$ cat src/rtl/bit_serializer_pkg.sv
// Shared definitions for the serializer front end of the 1011 detector.
package bit_serializer_pkg;

    // One-bit serializer state encoding.
    typedef enum logic {
        SER_IDLE  = 1'b0,
        SER_SHIFT = 1'b1
    } ser_state_e;

    // Default parallel word width.
    localparam int SER_DEFAULT_WIDTH = 8;

endpackage : bit_serializer_pkg

$ cat src/rtl/bit_serializer_if.sv
// Parallel load handshake between a word producer and the serializer.
interface bit_serializer_if
    import bit_serializer_pkg::*;
#(
    parameter int WIDTH = SER_DEFAULT_WIDTH
);
    logic [WIDTH-1:0] data_in;
    logic             load_valid;
    logic             load_ready;

    modport master (
        output data_in,
        output load_valid,
        input  load_ready
    );

    modport slave (
        input  data_in,
        input  load_valid,
        output load_ready
    );
endinterface : bit_serializer_if

$ cat src/rtl/bit_serializer_mod_n_counter.sv
// Modulo-N up-counter with synchronous clear and terminal-count flag.
module mod_n_counter
    import bit_serializer_pkg::*;
#(
    parameter int N  = SER_DEFAULT_WIDTH,
    parameter int CW = (N > 1) ? $clog2(N) : 1
) (
    input  logic          clock,
    input  logic          reset,
    input  logic          clear,
    input  logic          enable,
    output logic [CW-1:0] count,
    output logic          terminal
);
    localparam logic [CW-1:0] LAST = CW'(N - 1);

    logic [CW-1:0] count_q;
    logic [CW-1:0] count_d;

    // Next count: clear wins, otherwise advance and wrap at N-1.
    always_comb begin
        count_d = count_q;
        if (clear) begin
            count_d = '0;
        end else if (enable) begin
            count_d = (count_q == LAST) ? '0 : count_q + 1'b1;
        end
    end

    // Count register.
    always_ff @(posedge clock or negedge reset) begin
        if (!reset) begin
            count_q <= '0;
        end else begin
            count_q <= count_d;
        end
    end

    assign count    = count_q;
    assign terminal = (count_q == LAST);
endmodule : mod_n_counter

$ cat src/rtl/bit_serializer.sv
// Parallel-to-serial front end: one word bit per clock, zero-gap back-to-back.
module bit_serializer
    import bit_serializer_pkg::*;
#(
    parameter int WIDTH     = SER_DEFAULT_WIDTH,
    parameter int MSB_FIRST = 1
) (
    input  logic                    clock,
    input  logic                    reset,
    bit_serializer_if.slave         load_if,
    output logic                    sequence_out,
    output logic                    bit_valid,
    output logic                    word_done,
    output logic                    busy
);
    localparam int CW      = (WIDTH > 1) ? $clog2(WIDTH) : 1;
    localparam int OUT_IDX = (MSB_FIRST != 0) ? WIDTH - 1 : 0;

    ser_state_e       state_q;
    ser_state_e       state_d;
    logic [WIDTH-1:0] shift_q;
    logic [WIDTH-1:0] shift_d;
    logic [CW-1:0]    count;
    logic             terminal;
    logic             in_shift;
    logic             accept;
    logic             load_ready;

    assign in_shift = (state_q == SER_SHIFT);
    // Ready is gated by reset so nothing is offered while reset is held.
    assign load_ready = reset & (~in_shift | terminal);
    assign accept     = load_if.load_valid & load_ready;
    assign load_if.load_ready = load_ready;

    mod_n_counter #(
        .N  (WIDTH),
        .CW (CW)
    ) u_counter (
        .clock    (clock),
        .reset    (reset),
        .clear    (accept),
        .enable   (in_shift),
        .count    (count),
        .terminal (terminal)
    );

    // Next state: accept enters/stays SHIFT; last bit without accept returns to IDLE.
    always_comb begin
        state_d = state_q;
        unique case (state_q)
            SER_IDLE: begin
                if (accept) state_d = SER_SHIFT;
            end
            SER_SHIFT: begin
                if (accept)        state_d = SER_SHIFT;
                else if (terminal) state_d = SER_IDLE;
            end
            default: state_d = SER_IDLE;
        endcase
    end

    // Next shift register: load on accept, else move toward the output end with zero fill.
    always_comb begin
        shift_d = shift_q;
        if (accept) begin
            shift_d = load_if.data_in;
        end else if (in_shift) begin
            if (MSB_FIRST != 0) shift_d = shift_q << 1;
            else                shift_d = shift_q >> 1;
        end
    end

    // State and shift register.
    always_ff @(posedge clock or negedge reset) begin
        if (!reset) begin
            state_q <= SER_IDLE;
            shift_q <= '0;
        end else begin
            state_q <= state_d;
            shift_q <= shift_d;
        end
    end

    // Serial outputs: quiet line outside SHIFT.
    always_comb begin
        sequence_out = 1'b0;
        if (in_shift) sequence_out = shift_q[OUT_IDX];
        bit_valid = in_shift;
        busy      = in_shift;
        word_done = in_shift & terminal;
    end

    logic unused_count;
    assign unused_count = ^count;
endmodule : bit_serializer

$ cat src/flat_wrapper.sv
// flat-port wrapper written by rule: the top's interface ports become plain ports
module bit_serializer_flat import bit_serializer_pkg::*;
#(
    parameter int WIDTH     = SER_DEFAULT_WIDTH,
    parameter int MSB_FIRST = 1
)
  (clock, reset, sequence_out, bit_valid, word_done, busy, load_if_data_in, load_if_load_valid, load_if_load_ready);
  bit_serializer_if #(.WIDTH(WIDTH)) load_if_i ();
  input  logic clock;
  input  logic reset;
  output logic sequence_out;
  output logic bit_valid;
  output logic word_done;
  output logic busy;
  input wire logic [$bits(load_if_i.data_in)-1:0] load_if_data_in;
  input wire logic [$bits(load_if_i.load_valid)-1:0] load_if_load_valid;
  output wire logic [$bits(load_if_i.load_ready)-1:0] load_if_load_ready;
  assign load_if_i.data_in = load_if_data_in;
  assign load_if_i.load_valid = load_if_load_valid;
  assign load_if_load_ready = load_if_i.load_ready;
  bit_serializer #(.WIDTH(WIDTH), .MSB_FIRST(MSB_FIRST)) u_core (.clock(clock), .reset(reset), .load_if(load_if_i), .sequence_out(sequence_out), .bit_valid(bit_valid), .word_done(word_done), .busy(busy));
endmodule
$ cat config.mk
export PLATFORM = sky130hd
export DESIGN_NAME = bit_serializer_flat
export DESIGN_NICKNAME = d
export VERILOG_FILES = /design/src/rtl/bit_serializer_pkg.sv /design/src/rtl/bit_serializer_if.sv /design/src/rtl/bit_serializer_mod_n_counter.sv /design/src/rtl/bit_serializer.sv /design/src/flat_wrapper.sv
export SDC_FILE = /design/constraint.sdc
export NUM_CORES = 1
export LEC_CHECK = 0
export CORE_MARGIN = 2
export CORE_UTILIZATION = 42
export DETAILED_ROUTE_END_ITERATION = 6
export PLACE_DENSITY_LB_ADDON = 0.05
export REMOVE_ABC_BUFFERS = 1
export SLEW_MARGIN = 20
export SYNTH_ARGS = -nofsm -noshare
export SYNTH_HDL_FRONTEND = slang
export SYNTH_HIERARCHICAL = 1
export SYNTH_SLANG_ARGS = --single-unit
$ cat constraint.sdc
create_clock -name clock -period 1.7 [get_ports clock]
set_clock_uncertainty 0.05 [all_clocks]
set_input_delay 0.17 -clock clock [delete_from_list [all_inputs] [get_ports clock]]
set_output_delay 0.17 -clock clock [all_outputs]
set_load 0.02 [all_outputs]
==> Word-level counts from Yosys, hierarchy flattened <==
Cells that the tools add are included.
{ "totals": {"word_cells": 21, "regBits": 12} }
{ "op_classes": {"add_sub_neg": 1, "eq_ne": 1, "reduce_logical": 1, "n_bitwise": 5, "n_mux": 10} }
{ "op_table": {"columns": ["op", "n"], "rows": [
  ["2-to-1 mux 8 bit", 2],
  ["2-to-1 mux 3 bit", 3],
  ["2-to-1 mux 1 bit", 4],
  ["adder 3 x 1 -> 3 bit (second input constant)", 1],
  ["bitwise AND 1 bit", 3],
  ["== test 3 bit (second input constant)", 1],
  ["one-hot mux 1 bit (2 select lines)", 1],
  ["nonzero test 2 bit", 1],
  ["NOT 1 bit", 1],
  ["bitwise OR 1 bit", 1]
]} }

==> Logic depth before layout (Yosys ltp) <==
{ "depth": {"word_depth": 6, "depth_mapped": 6, "mapped_depth_nobuf": 5} }

==> By module <==
The synthesis kept the hierarchy.
{ "by_module_without_submodules": {"columns": ["mod", "instances", "cells_each", "area_each_um2"], "rows": [
  ["bit_serializer", 1, 35, 515.5],
  ["mod_n_counter", 1, 13, 156.4]
]} }

==> Least setup slack after synthesis <==
No wires, ideal clock.
{ "synth_path": {"path_kind": "reg-to-reg", "from": "register u_core.u_counter.count_q[0] (netlist: u_core/u_counter/count[0])", "to": "register u_core.shift_q[0]", "slack_ns": 0.050, "setup_time_ns": 0.125, "period_less_slack_ns": 1.650, "path_stages_with_launch": 7, "n_path_buf": 1, "arrival_ns": 1.475, "path_cell_list": "dfrtp_1 ha_1 ha_1 nand2b_1 nor2b_4 buf_6 mux2_4"} }
{ "synth_between": {"elab_chain_cells": 5} }
{ "synth_lines": {"columns": ["item", "line", "source"], "rows": [
  ["from (decl)", "bit_serializer_mod_n_counter.sv:17", "logic [CW-1:0] count_q;"],
  ["from (signal assigned)", "bit_serializer_mod_n_counter.sv:35", "count_q <= count_d;"],
  ["== test 3 bit (*)", "bit_serializer_mod_n_counter.sv:40", "assign terminal = (count_q == LAST);"],
  ["named net u_core.terminal", "bit_serializer.sv:24", "logic terminal;"],
  ["bitwise OR 1 bit (*)", "bit_serializer.sv:31", "assign load_ready = reset & (~in_shift | terminal);"],
  ["bitwise AND 1 bit (*)", "bit_serializer.sv:31", null],
  ["bitwise AND 1 bit (*)", "bit_serializer.sv:32", "assign accept = load_if.load_valid & load_ready;"],
  ["named net u_core.accept", "bit_serializer.sv:26", "logic accept;"],
  ["2-to-1 mux 8 bit or nonzero test 2 bit (tied branches)", null, null],
  ["to (signal assigned)", "bit_serializer.sv:80", "shift_q <= shift_d;"],
  ["to (decl)", "bit_serializer.sv:21", "logic [WIDTH-1:0] shift_q;"]
]} }
The timed path passes the listed nets; every way through them passes the cells marked *.
A chain may end at the register's enable or synchronous reset.

==> Final worst setup path <==
{ "layout_path": {"from": "register u_core.u_counter.count_q[0] (netlist: u_core/u_counter/count[0])", "to": "register u_core.shift_q[7]"} }
{ "layout_between": {"elab_chain_cells": 5} }
{ "layout_lines": {"columns": ["item", "line"], "rows": [
  ["== test 3 bit (*)", "bit_serializer_mod_n_counter.sv:40"],
  ["named net u_core.terminal", "bit_serializer.sv:24"],
  ["bitwise OR 1 bit (*)", "bit_serializer.sv:31"],
  ["bitwise AND 1 bit (*)", "bit_serializer.sv:31"],
  ["bitwise AND 1 bit (*)", "bit_serializer.sv:32"],
  ["2-to-1 mux 8 bit or nonzero test 2 bit (tied branches)", null]
]} }
Marked as above.

==> impl_metrics.toml <==
[drt]
drc_errors = 0
num_vias = 453
wl_um = 1075
firstDrtPassIters = 2
drt-initial-drc-count = 4
ant_nets = 0
wire_per_inst_um = 11.44
vias_per_cell = 4.819

[worst_setup_path]
criticalPathCategory = "flip-flop to flip-flop"
required_ps = 1820
slowest_stage = "dfrtp_1"
crit_chain = "ha_2 -> ha_4 -> nand2b_4 -> buf_6 -> nor2b_4 -> buf_12 -> mux2_4"
crit_path_max_fanout = 6
reg2reg_depth = 7
critical-path-top-delay-family = "flip-flops"
r2r_start = "u_core/u_counter/count[0]"
endpoint_kind = "flip-flop"
reg2reg_to = "u_core/shift_q[7]"
r2r_slack_ps = 10
worstPathArrival_ps = 1810
critPathMaxStageDelay_ps = 380
crit_buf_inv = 2
worst_setup_path_start_kind = "flip-flop"

[global_routing]
grt_pass1_vias = 418
track_usage_pct = 14.08
antenna_found_initial = 0
grt-ovfl-total = 0
grt_pass1_wl_um = 1869
grt_max_degree = 10

[sta]
timing.fmax_mhz = 592.0
rsz0062_at_grt = "true"
worst_pin_slew_ps = 226.5
fin_crit_sh_pct = 99.37
max_slew_margin_pct = 84.88
period_minus_slack_ps = 1689
hold_viol = 0
slew_violations = 0
setup_viol = 0

[synth]
async_reset_ff_share_pct = 100.0
synthesis.area_um2 = 671.9
synthTopCellsByCount = "12 x dfrtp_1, 9 x mux2_4, 6 x mux2_1"
synthTopCellsByArea = "dfrtp_1 45%, mux2_4 20%, mux2_1 10%"
syn_area_per_cell_um2 = 14.00
syn_inst = 48
ys_seq_area_share_pct = 44.69
ys_types = 18
ys_ff_latch = 12
synth_most_common_cell = "dfrtp_1"
synth-edff-count = 0
ys.flop_type = "dfrtp_1"
netlist.top_cell.by_area = "dfrtp_1"
synth_warnings = 6
synth_top_area_share_pct = 44.69

[floorplan]
dieArea_mm2 = 0.001936
initial_utilization_pct = 44.60
placeableCoreArea_mm2 = 0.001506
die_w_um = 44.00
rows = 14
ios = 16
die_h_um = 44.00

[clock_tree]
clockBufferDepth = 2
cts-buffers-inserted = 3
cts.hold.buffers_added = 0
tritoncts = "built"
htreeDepth = 1
clk_latency_ps = 280
cts_root_buffer = "clkbuf_4"
clk_pin_slew_ps = 70
cts_num_sinks = 12

[hold_path]
holdCritPathClass = "input port to asynchronous set/reset pin"

[place]
dpl.cell_count = 85
place_congestion = 0.6552
io_buffers = 15
hpwl_um = 755

[layout]
drive_gt1_share_pct = 48.72
area_delta_synth_final_pct = 49.35
utilization_pct = 66.61
stdcell_count = 94
antenna_cells = 0
n_fill_cell = 116
nets = 92

[power]
leakage_uw = 0.0004908
power_density_mw_per_mm2 = 1617
ir_drop_mv = 0.7099

[run_status]
status = "finished, final reports clean"

[run]
drv_cap = 0
[metrics by stage]
stage	TNS, ps	hold slack, ps	worst slack [ps]	total power (uW)	cell area (um2)
2_1_floorplan	-162.7	-175.6	-20.33	970.9	641.9
3_3_place_gp	-512.3	479.4	-77.58	1274	879.6
3_5_place_dp	-1005	476.0	-109.7	1283	879.6
4_1_cts	-3.179	180.0	-3.179	1611	980.9
5_1_grt	-312.0	199.0	-46.70	1761	1003
6_report	0	174.2	10.72	1623	1003
[layer usage]
layer,global-route usage [%],share of wire [%],up-vias
li1,-,-,225
met1,19.31,49,208
met2,18.24,41,17
met3,4.167,6.9,3
met4,10.91,2.6,0
met5,0,0,-
[how the worst max path moves through the flow]
stage                              start           endpoint  depth (start not counted)
3_3_place_gp   u_core/u_counter/count[0]          word_done                          5
5_1_grt        u_core/u_counter/count[1]  u_core/shift_q[7]                          7
4_1_cts        u_core/u_counter/count[0]  u_core/shift_q[7]                          7
2_1_floorplan           u_core/bit_valid  u_core/shift_q[0]                          3
6_report       u_core/u_counter/count[0]  u_core/shift_q[7]                          7
3_5_place_dp   u_core/u_counter/count[1]  u_core/shift_q[7]                          6
[kinds of logic after synthesis]
family | after synthesis | synth area share, %
multiplexers | 16 | 31.66
AO/OA/AOI/OAI | 2 | 2.048
flip-flops | 12 | 44.69
AND/OR/NAND/NOR | 13 | 13.41
buffers and inverters | 3 | 4.469
adder cells (fa/ha/maj) | 2 | 3.724
[what timing repair did]
item	in CTS	in global routing
endpoints found under the setup margin	11	12
resized for setup	17	5
setup buffers	4	1
[report_power, final]
group          internal (uW)  total, uW  switching, uW
registers                405        479           74.3
clock network            130        228           97.3
logic                    590        916            326
total                   1130       1620            498
[layout make-up]
type	count	area [um2]	area share, %
Multi-Input combinational cell	33	364.1	36.28
Sequential cell	12	301.5	30.05
Timing Repair Buffer	29	281.5	28.05
Clock buffer	4	36.28	3.616
Tap cell	16	20.02	1.995
[state kept, by name (all words and copies together), names as in the netlist]
register,flops
u_core/bit_valid,1
u_core/shift_q,8
u_core/u_counter/count,3
[layout by cell type (no fill, tap or decap), drive strengths merged]
cell,count
dlygate4sd2,1
clkdlybuf4s50,10
or3b,1
nand3b,1
and2,3
nor2b,1
clkbuf,4
mux2,15
nand2b,3
ha,2
nor2,1
and2b,1
mux2i,1
dlymetal6s2s,2
buf,16
nand2,2
a21oi,2
dfrtp,12
Note: power is estimated with default switching activity, not from simulation.
